[src/rtl/reg_file_sb_pkg.sv]
// reg_file_sb_pkg
//   Shared widths for the integer register file and its load scoreboard.
//   DATA_WIDTH : register data width
//   REG_WIDTH  : register address width
//   REG_NUM    : number of architectural registers (2**REG_WIDTH)
//   ZERO_REG   : index of the hard-wired zero register x0
package reg_file_sb_pkg;

  localparam int DATA_WIDTH = 32;
  localparam int REG_WIDTH  = 5;
  localparam int REG_NUM    = 2 ** REG_WIDTH;

  localparam logic [REG_WIDTH-1:0] ZERO_REG = '0;

endpackage

[src/rtl/reg_file_sb_scoreboard.sv]
// reg_scoreboard
//   Tracks destination registers of loads that have left EX but not yet
//   written back, so decode can stall on an outstanding operand.
//   Ports:
//     clk, rst          : clock, async active-high reset
//     rsX_en/rsX_addr   : read-port lookups from decode
//     ld_issue_en/addr  : load leaving EX, marks its destination busy
//     wb_en/wb_is_load/wb_addr : load write-back, clears the busy mark
//     flush             : cancels every in-flight load
//     rsX_busy          : lookup result, registered state only
//     busy_cnt          : population count of the busy vector
module reg_scoreboard
  import reg_file_sb_pkg::*;
#(
  parameter int REG_WIDTH = reg_file_sb_pkg::REG_WIDTH,
  parameter int REG_NUM   = reg_file_sb_pkg::REG_NUM
) (
  input  logic                 clk,
  input  logic                 rst,
  input  logic                 rs1_en,
  input  logic [REG_WIDTH-1:0] rs1_addr,
  input  logic                 rs2_en,
  input  logic [REG_WIDTH-1:0] rs2_addr,
  input  logic                 ld_issue_en,
  input  logic [REG_WIDTH-1:0] ld_issue_addr,
  input  logic                 wb_en,
  input  logic                 wb_is_load,
  input  logic [REG_WIDTH-1:0] wb_addr,
  input  logic                 flush,
  output logic                 rs1_busy,
  output logic                 rs2_busy,
  output logic [REG_WIDTH:0]   busy_cnt
);

  logic [REG_NUM-1:0] busy;
  logic [REG_NUM-1:0] busy_nxt;
  logic [REG_WIDTH:0] cnt_nxt;
  logic               set_v;
  logic               clr_v;
  logic               inc;
  logic               dec;

  assign set_v = ld_issue_en && (ld_issue_addr != ZERO_REG);
  assign clr_v = wb_en && wb_is_load && (wb_addr != ZERO_REG);

  // The counter moves only on real transitions of a busy bit, so it stays
  // equal to popcount(busy) without an adder tree. A clear that collides
  // with a set on the same register is a reissue: the bit stays 1.
  assign inc = set_v && !busy[ld_issue_addr];
  assign dec = clr_v && busy[wb_addr] && !(set_v && (ld_issue_addr == wb_addr));

  always_comb begin
    busy_nxt = busy;
    cnt_nxt  = busy_cnt;
    if (flush) begin
      busy_nxt = '0;
      cnt_nxt  = '0;
    end else begin
      if (clr_v) busy_nxt[wb_addr] = 1'b0;
      if (set_v) busy_nxt[ld_issue_addr] = 1'b1;
      cnt_nxt = busy_cnt + {{REG_WIDTH{1'b0}}, inc} - {{REG_WIDTH{1'b0}}, dec};
    end
  end

  always_ff @(posedge clk or posedge rst) begin
    if (rst) begin
      busy     <= '0;
      busy_cnt <= '0;
    end else begin
      busy     <= busy_nxt;
      busy_cnt <= cnt_nxt;
    end
  end

  assign rs1_busy = rs1_en && (rs1_addr != ZERO_REG) && busy[rs1_addr];
  assign rs2_busy = rs2_en && (rs2_addr != ZERO_REG) && busy[rs2_addr];

endmodule

[src/rtl/reg_file_sb.sv]
// reg_file_sb
//   32 x 32 architectural integer register file with two zero-latency read
//   ports, one write-back port and an integrated load scoreboard.
//   Ports:
//     clk, rst                  : clock, async active-high reset
//     rsX_en/rsX_addr/rsX_data  : read ports (x0 and disabled ports read 0)
//     wb_en/wb_addr/wb_data     : write-back port, x0 writes are dropped
//     wb_is_load                : write-back completes a load
//     ld_issue_en/ld_issue_addr : load leaving EX toward MEM
//     flush                     : cancels all in-flight loads
//     rsX_busy, stall           : operand still waiting on a load
//     busy_cnt                  : number of registers marked busy
module reg_file_sb
  import reg_file_sb_pkg::*;
#(
  parameter int DATA_WIDTH = reg_file_sb_pkg::DATA_WIDTH,
  parameter int REG_WIDTH  = reg_file_sb_pkg::REG_WIDTH,
  parameter int REG_NUM    = reg_file_sb_pkg::REG_NUM
) (
  input  logic                  clk,
  input  logic                  rst,
  input  logic                  rs1_en,
  input  logic [REG_WIDTH-1:0]  rs1_addr,
  output logic [DATA_WIDTH-1:0] rs1_data,
  input  logic                  rs2_en,
  input  logic [REG_WIDTH-1:0]  rs2_addr,
  output logic [DATA_WIDTH-1:0] rs2_data,
  input  logic                  wb_en,
  input  logic [REG_WIDTH-1:0]  wb_addr,
  input  logic [DATA_WIDTH-1:0] wb_data,
  input  logic                  wb_is_load,
  input  logic                  ld_issue_en,
  input  logic [REG_WIDTH-1:0]  ld_issue_addr,
  input  logic                  flush,
  output logic                  rs1_busy,
  output logic                  rs2_busy,
  output logic                  stall,
  output logic [REG_WIDTH:0]    busy_cnt
);

  logic [DATA_WIDTH-1:0] regs [REG_NUM];

  // x0 is never written, so it holds its reset value of zero; the read
  // muxes still force zero so x0 does not depend on that.
  always_ff @(posedge clk or posedge rst) begin
    if (rst) begin
      for (int i = 0; i < REG_NUM; i++) regs[i] <= '0;
    end else if (wb_en && (wb_addr != ZERO_REG)) begin
      regs[wb_addr] <= wb_data;
    end
  end

  // No write-through: the bypass stage forwards same-cycle write-backs.
  assign rs1_data = (rs1_en && (rs1_addr != ZERO_REG)) ? regs[rs1_addr] : '0;
  assign rs2_data = (rs2_en && (rs2_addr != ZERO_REG)) ? regs[rs2_addr] : '0;

  reg_scoreboard #(
    .REG_WIDTH (REG_WIDTH),
    .REG_NUM   (REG_NUM)
  ) u_sb (
    .clk           (clk),
    .rst           (rst),
    .rs1_en        (rs1_en),
    .rs1_addr      (rs1_addr),
    .rs2_en        (rs2_en),
    .rs2_addr      (rs2_addr),
    .ld_issue_en   (ld_issue_en),
    .ld_issue_addr (ld_issue_addr),
    .wb_en         (wb_en),
    .wb_is_load    (wb_is_load),
    .wb_addr       (wb_addr),
    .flush         (flush),
    .rs1_busy      (rs1_busy),
    .rs2_busy      (rs2_busy),
    .busy_cnt      (busy_cnt)
  );

  assign stall = rs1_busy | rs2_busy;

endmodule

[config.mk]
export PLATFORM = sky130hd
export DESIGN_NAME = reg_file_sb
export DESIGN_NICKNAME = d
export VERILOG_FILES = /design/src/rtl/reg_file_sb_pkg.sv /design/src/rtl/reg_file_sb_scoreboard.sv /design/src/rtl/reg_file_sb.sv
export SDC_FILE = /design/constraint.sdc
export NUM_CORES = 2
export LEC_CHECK = 0
export BUFFER_PORTS_ARGS = -buffer_cell sky130_fd_sc_hd__buf_2
export CORE_MARGIN = 2
export CORE_UTILIZATION = 60
export CTS_CLUSTER_SIZE = 28
export DETAILED_ROUTE_END_ITERATION = 8
export GPL_ROUTABILITY_DRIVEN = 0
export GPL_TIMING_DRIVEN = 0
export PLACE_DENSITY_LB_ADDON = 0.12
export SLEW_MARGIN = 20
export SYNTH_ARGS = -nofsm -noshare
export SYNTH_HDL_FRONTEND = slang
export SYNTH_SLANG_ARGS = --single-unit
[constraint.sdc]
create_clock -name clk -period 76.4 [get_ports clk]
set_input_delay 15.28 -clock clk [delete_from_list [all_inputs] [get_ports clk]]
set_output_delay 15.28 -clock clk [all_outputs]
set_load 0.01 [all_outputs]
### After elaboration in Yosys (flattened, before gate mapping)

Index checks and enable logic that the tools add are counted.

| storage, ports and cells | value |
|---|---|
| register bits after elaboration | 1062 |
| word-level logic and storage cells | 103 |
| input bits | 60 |

| cells by class | value |
|---|---|
| reductions and logical operators | 21 |
| order comparisons | 10 |
| add/subtract/negate cells | 2 |
| bitwise operators | 7 |
| equal/unequal tests | 1 |
| multiplexer cells | 28 |

Operators by type and width:

| cell | count |
|---|---|
| bitwise mux 1024 bit | 1 |
| 2-to-1 mux 32 bit | 11 |
| binary-select mux 32 bit (select 5 bit) | 2 |
| demux 32 bit (select 5 bit) | 1 |
| bitwise AND 32 bit | 1 |
| NOT 32 bit | 1 |
| OR 32 bit | 1 |
| < comparator 5 x 6 -> 1 bit, second input constant | 4 |
| binary-select mux 1 bit (select 5 bit) | 4 |
| nonzero test 5 bit | 4 |
| >= comparator 6 bit, second input constant | 3 |
| NOT 5 -> 6 bit | 3 |
| logical AND 1 bit | 15 |
| demux 1 bit (select 5 bit) | 2 |
| >= comparator 5 x 1 -> 1 bit, second input constant | 2 |
| adder 6 x 1 -> 6 bit | 1 |
| < comparator 6 x 1 -> 1 bit, second input constant | 1 |
| 2-to-1 mux 1 bit | 6 |
| 2-to-1 mux 6 bit | 1 |
| subtractor 6 x 1 -> 6 bit | 1 |
| equality test 5 bit | 1 |
| logical NOT 1 bit | 2 |
| OR 1 bit | 1 |

### Depth between registers and ports, before layout

| depth | value |
|---|---|
| word-level depth | 11 |
| depth in mapped cells | 16 |
| gate-level depth less buffers | 14 |

### By module

A second synthesis with hierarchy kept.

| second synthesis, totals | value |
|---|---|
| cell total of the unflattened synthesis | 3927 |
| area, all modules | 57121.0 µm² |

By module, submodules not included:

| module | sequential area each (µm²) | instances | area an instance (µm²) | cells an instance |
|---|---|---|---|---|
| reg_file_sb | 25624.6 | 1 | 53999.3 | 3600 |
| reg_scoreboard | 950.9 | 1 | 3121.7 | 327 |

### Worst setup path before layout

No wires, ideal clock.

| path | value |
|---|---|
| kind | input-to-output |
| from | input port rs1_addr[0] |
| to | output port rs1_data[0] |
| stages | 6 |
| data required time | 61.120 ns |
| arrival | 16.982 ns |
| setup slack | 44.138 ns |
| cell sequence | buf_2 -> buf_2 -> mux4_2 -> mux2_2 -> a221oi_1 -> a211oi_1 |

| on the way | value |
|---|---|
| longest elaborated chain between the ends | 5 |
| elaborated cells on any way between the ends | 7 |
| those cells by class | 4 x mux; 1 x bitwise; 2 x reduce/logical |

RTL lines:

| item | RTL line | source |
|---|---|---|
| from (decl) | reg_file_sb.sv:23 | `input logic [REG_WIDTH-1:0] rs1_addr,` |
| NOT 5 -> 6 bit (implied by the code) | reg_file_sb.sv:54 | `assign rs1_data = (rs1_en && (rs1_addr != ZERO_REG)) ? regs[rs1_addr] : '0;` |
| binary-select mux 32 bit (select 5 bit) | reg_file_sb.sv:54 |  |
| 2-to-1 mux 32 bit (implied by the code) (2 in series) | reg_file_sb.sv:54 |  |
| 2-to-1 mux 32 bit * | reg_file_sb.sv:54 |  |
| to (decl) | reg_file_sb.sv:24 | `output logic [DATA_WIDTH-1:0] rs1_data,` |

Mark *: on every way between the ends. The rest lies on a longest branch, timed or not. The select of a mux whose other input is x is not followed.

### Worst setup path after layout

| path | value |
|---|---|
| from | input port rs2_addr[3] |
| to | output port rs2_data[24] |

| on the way | value |
|---|---|
| longest elaborated chain between the ends | 5 |
| elaborated cells on any way between the ends | 7 |
| those cells by class | 4 x mux; 1 x bitwise; 2 x reduce/logical |

RTL lines:

| item | RTL line | source |
|---|---|---|
| from (decl) | reg_file_sb.sv:26 | `input logic [REG_WIDTH-1:0] rs2_addr,` |
| NOT 5 -> 6 bit (implied by the code) | reg_file_sb.sv:55 | `assign rs2_data = (rs2_en && (rs2_addr != ZERO_REG)) ? regs[rs2_addr] : '0;` |
| binary-select mux 32 bit (select 5 bit) | reg_file_sb.sv:55 |  |
| 2-to-1 mux 32 bit (implied by the code) (2 in series) | reg_file_sb.sv:55 |  |
| 2-to-1 mux 32 bit * | reg_file_sb.sv:55 |  |
| to (decl) | reg_file_sb.sv:27 | `output logic [DATA_WIDTH-1:0] rs2_data,` |

Marked as above.

==> summary.md <==
| Metric | Value |
|---|---|
| Fin Setup TNS | 0 ns |
| Critical path start-end classification | input pin to output port |
| Library cells used by synthesis | 50 |
| CP max stage delay | 1.09 ns |
| Vias | 41230 |
| Initial antenna violation count | 14 |
| Cts repair resizes | 0 |
| Area share of the largest cell type after synthesis | 0.4615 |
| Most used cell, CP | clkbuf_1 |
| Endpoint, Worst Hold | regs[1012] |
| Largest net degree at the start of global routing | 105 |
| Worst hold slack | 0.4775 ns |
| Mean Syn Cell Area | 14.78 sq um |
| Crit end category | output port |
| Crit-path cells | buf_2 -> clkbuf_1 -> nor2_1 -> nand2_1 -> clkbuf_1 -> clkbuf_1 -> o221ai_1 -> a221oi_1 -> nor3_1 -> buf_2 |
| Post-synth top flop | dfrtp_1 |
| Max Clk Rate | 28.25 MHz |
| Vias in the first global route | 39190 |
| Residual DRC | 0 |
| Critical Path Fanout Max | 10 |
| Layout cell share with drive strength beyond 1 | 0.4883 |
| R2r setup slk | 72.66 ns |
| Most area-hungry cell type in the Yosys netlist | dfrtp_1 |
| Status | complete, no violations |
| RSZ-0062 raised after global routing | no |
| DIE HEIGHT | 313.8 um |
| Sequential element share of the synthesized area | 0.4615 |
| Delay-heaviest family, CP | buffers and inverters |
| Synth Area in Adders | 0.001651 |
| Final hold violation count | 0 |
| Htree depth | 3 |
| Power per Cell Area | 26.41 nW/um^2 |
| Max-slew violation count | 0 |
| GRT Total Usage | 0.4420 |
| Post-Synth XOR/XNOR Area | 0.001369 |
| CTS tree | built |
| Slew HR | 0.09838 |
| WHS Path Cells | 1 |
| IO Count | 133 |
| Starting Density | 0.6060 |
| Post-DP HPWL | 158.4 mm |
| Startpoint types | input pin |
| CP Buf/Inv Count | 5 |
| Post-Syn Nets | 3964 |
| TritonCTS Sinks | 1062 |
| Via density | 7.478 |
| I/O Buffers | 123 |
| Clk pin slew, worst setup/hold paths | 0.06 ns |
| CP required | 61.12 ns |
| Min Tclk post-route | 35.39 ns |
| Final clock period utilization by the worst path | 0.4633 |
| Final Power | 1690 uW |
| CTS root buf | clkbuf_16 |
| CP max-delay cell | a221oi_1 |
| Post-CTS Hold Buffers | 0 |
| Async set-reset flop share out of synthesis | 1.000 |
| DRT Pass-1 Iters | 9 |
| Routed Antenna Nets | 0 |
| Row count | 113 |
| Die area | 98460 sq um |
| Overall die width | 313.8 um |
| Final nets | 4216 |
| Complex-gate fraction of the synthesized area | 0.04063 |
| CTS Buffer Depth | 3 |
| Synthesized area | 57580 sq um |
| Non-filler instance count after layout | 5514 |
| Num CTS Buffers | 114 |
| GR Overflow Total | 0 |
| # setup viols final | 0 |
| Worst reg2reg startpoint | u_sb.busy[5] |
| Routed len/inst | 39.23 um |
| Mux share of post-synthesis cell area | 0.4336 |
| Worst slew pin tran | 1.352 ns |
| Largest family of logic cells by synthesized area | multiplexers |
| DRT Wirelength | 216.3 mm |
| R2R depth | 13 |
| Worst hold start | regs[1012] |
| Tightest Hold Check Type | flop to flop |
| Clock skew | 0.01873 ns |
| VDD IR max | 0.02358 mV |
| Synth Area in Simple Gates | 0.02182 |
| Core Region | 95010 sq um |
| Yosys warns | 0 |
| Leakage | 0.02806 uW |
| Iter 0 DRT Violations | 6256 |
| Cells after DPL | 5297 |
| Top post-synthesis cells by area | dfrtp_1 (46%), mux2_2 (20%), mux4_2 (18%) |
| Most frequent cells in the layout | dfrtp_1 (1062), mux2_2 (1048), mux4_2 (468), buf_2 (242), clkbuf_1 (238) |
| # Post-CTS Setup Buffers | 0 |
| P&R area growth vs syn | 11.13% |
| Worst r2r dst | u_sb.busy_cnt[5] |
| Clk_lat worst skew | 0.73 ns |
| Synth Instances | 3897 |
| First-pass GRT wire length | 300.4 mm |
| Critical path arrival | 20.11 ns |
| Post-DP Area | 60140 sq um |
| Max Cap Viol | 0 |
| Seq cells post-synth | 1062 |
| Final Instance Area | 63990 sq um |
| Post-synth EDFFs | 0 |
| Commonest non-fill, non-tap cell in the layout | dfrtp_1 |
[sequential cells by signal, summed over array words and instances, names as in the netlist]
register	flops
u_sb.busy	32
u_sb.busy_cnt	6
regs	1024
[final cells by class]
cell class,instances,area (sq um)
Clock inverter,53,576.8
Clock buffer,151,3214
Inverter,24,97.59
Buffer,452,2207
Timing Repair Buffer,136,960.9
Tap cell,1265,1583
Multi-Input combinational cell,2359,28750
Fill cell,6813,31020
Sequential cell,1062,26580
Antenna cell,12,30.03
[worst reg2reg max path, cell delays in order (launching register included)]
cell	delay, ns
dfrtp_1	0.51
mux4_2	0.30
nand3b_1	0.08
a21oi_1	0.16
nor2_1	0.06
a2111oi_1	0.87
ha_1	0.29
inv_1	0.07
ha_1	0.27
a21o_1	0.16
a21oi_1	0.21
o21bai_1	0.10
a21oi_1	0.16
mux2_2	0.34
[cells by family (layout without fill, tap and decap cells)]
group           count (synthesis)  after routing
flops                        1062           1062
fa+ha+maj                       7              7
xor+xnor                        9              9
other cells                     0             12
mux                          1764           1764
buf+inv                       476            816
simple gates                  265            265
compound gates                314            314
[metrics by stage]
| stage | setup WS, ns | util |
|---|---|---|
| CTS | 41.67 | 0.6729 |
| finish | 41.01 | 0.6735 |
| detailed placement | 41.69 | 0.6330 |
| floorplan | 31.23 | - |
| global placement | 19.24 | 0.6292 |
| global route | 41.39 | 0.6732 |
[power by group]
| part | internal (uW) | switching [uW] |
|---|---|---|
| registers | 666 | 78.1 |
| clock network | 328 | 243 |
| logic | 199 | 175 |
[synth_stat cells, types with 2 or more instances]
cell       instances
dfrtp_1         1062
mux2_2          1048
mux4_2           468
clkbuf_1         237
mux2i_1          219
buf_2            113
nand2_1           90
a221oi_1          63
nor2_1            60
o221ai_1          50
o22ai_1           50
a211oi_1          43
buf_1             41
nor3_1            40
buf_4             35
nor2b_1           30
a21oi_1           29
mux2_4            29
buf_6             24
inv_1             24
o21ai_0           21
a22oi_1           20
a2111oi_0         19
nand3_1           12
nand3b_1          11
ha_1               6
xnor2_1            6
a31oi_1            5
nor3b_1            5
a211o_1            4
a311oi_1           4
and3b_1            4
nand2b_1           3
xor2_1             3
and3_1             2
o31ai_1            2
or3_1              2
[how the worst max path moves through the flow]
stage / startpoint / end / slack (ns) / cells past startpoint
finish: rs2_addr[3] / rs2_data[24] / 41.01 / 10
global route: rs2_addr[3] / rs2_data[18] / 41.39 / 10
CTS: rs2_addr[3] / rs2_data[15] / 41.67 / 10
detailed placement: rs2_addr[3] / rs2_data[15] / 41.69 / 10
global placement: rst / regs[909] / 19.24 / 2
floorplan: rst / regs[0] / 31.23 / 1
[routing by layer]
metal  global-route usage  vias to the layer above  routed length [um]
met1               0.5871                    21640               78320
met4               0.2385                       20               14910
met2               0.6005                     3238               89170
met5              0.01306                        -                 293
li1                     -                    15540                   -
met3               0.2088                      789               33610
(Power assumes the default switching activity.)
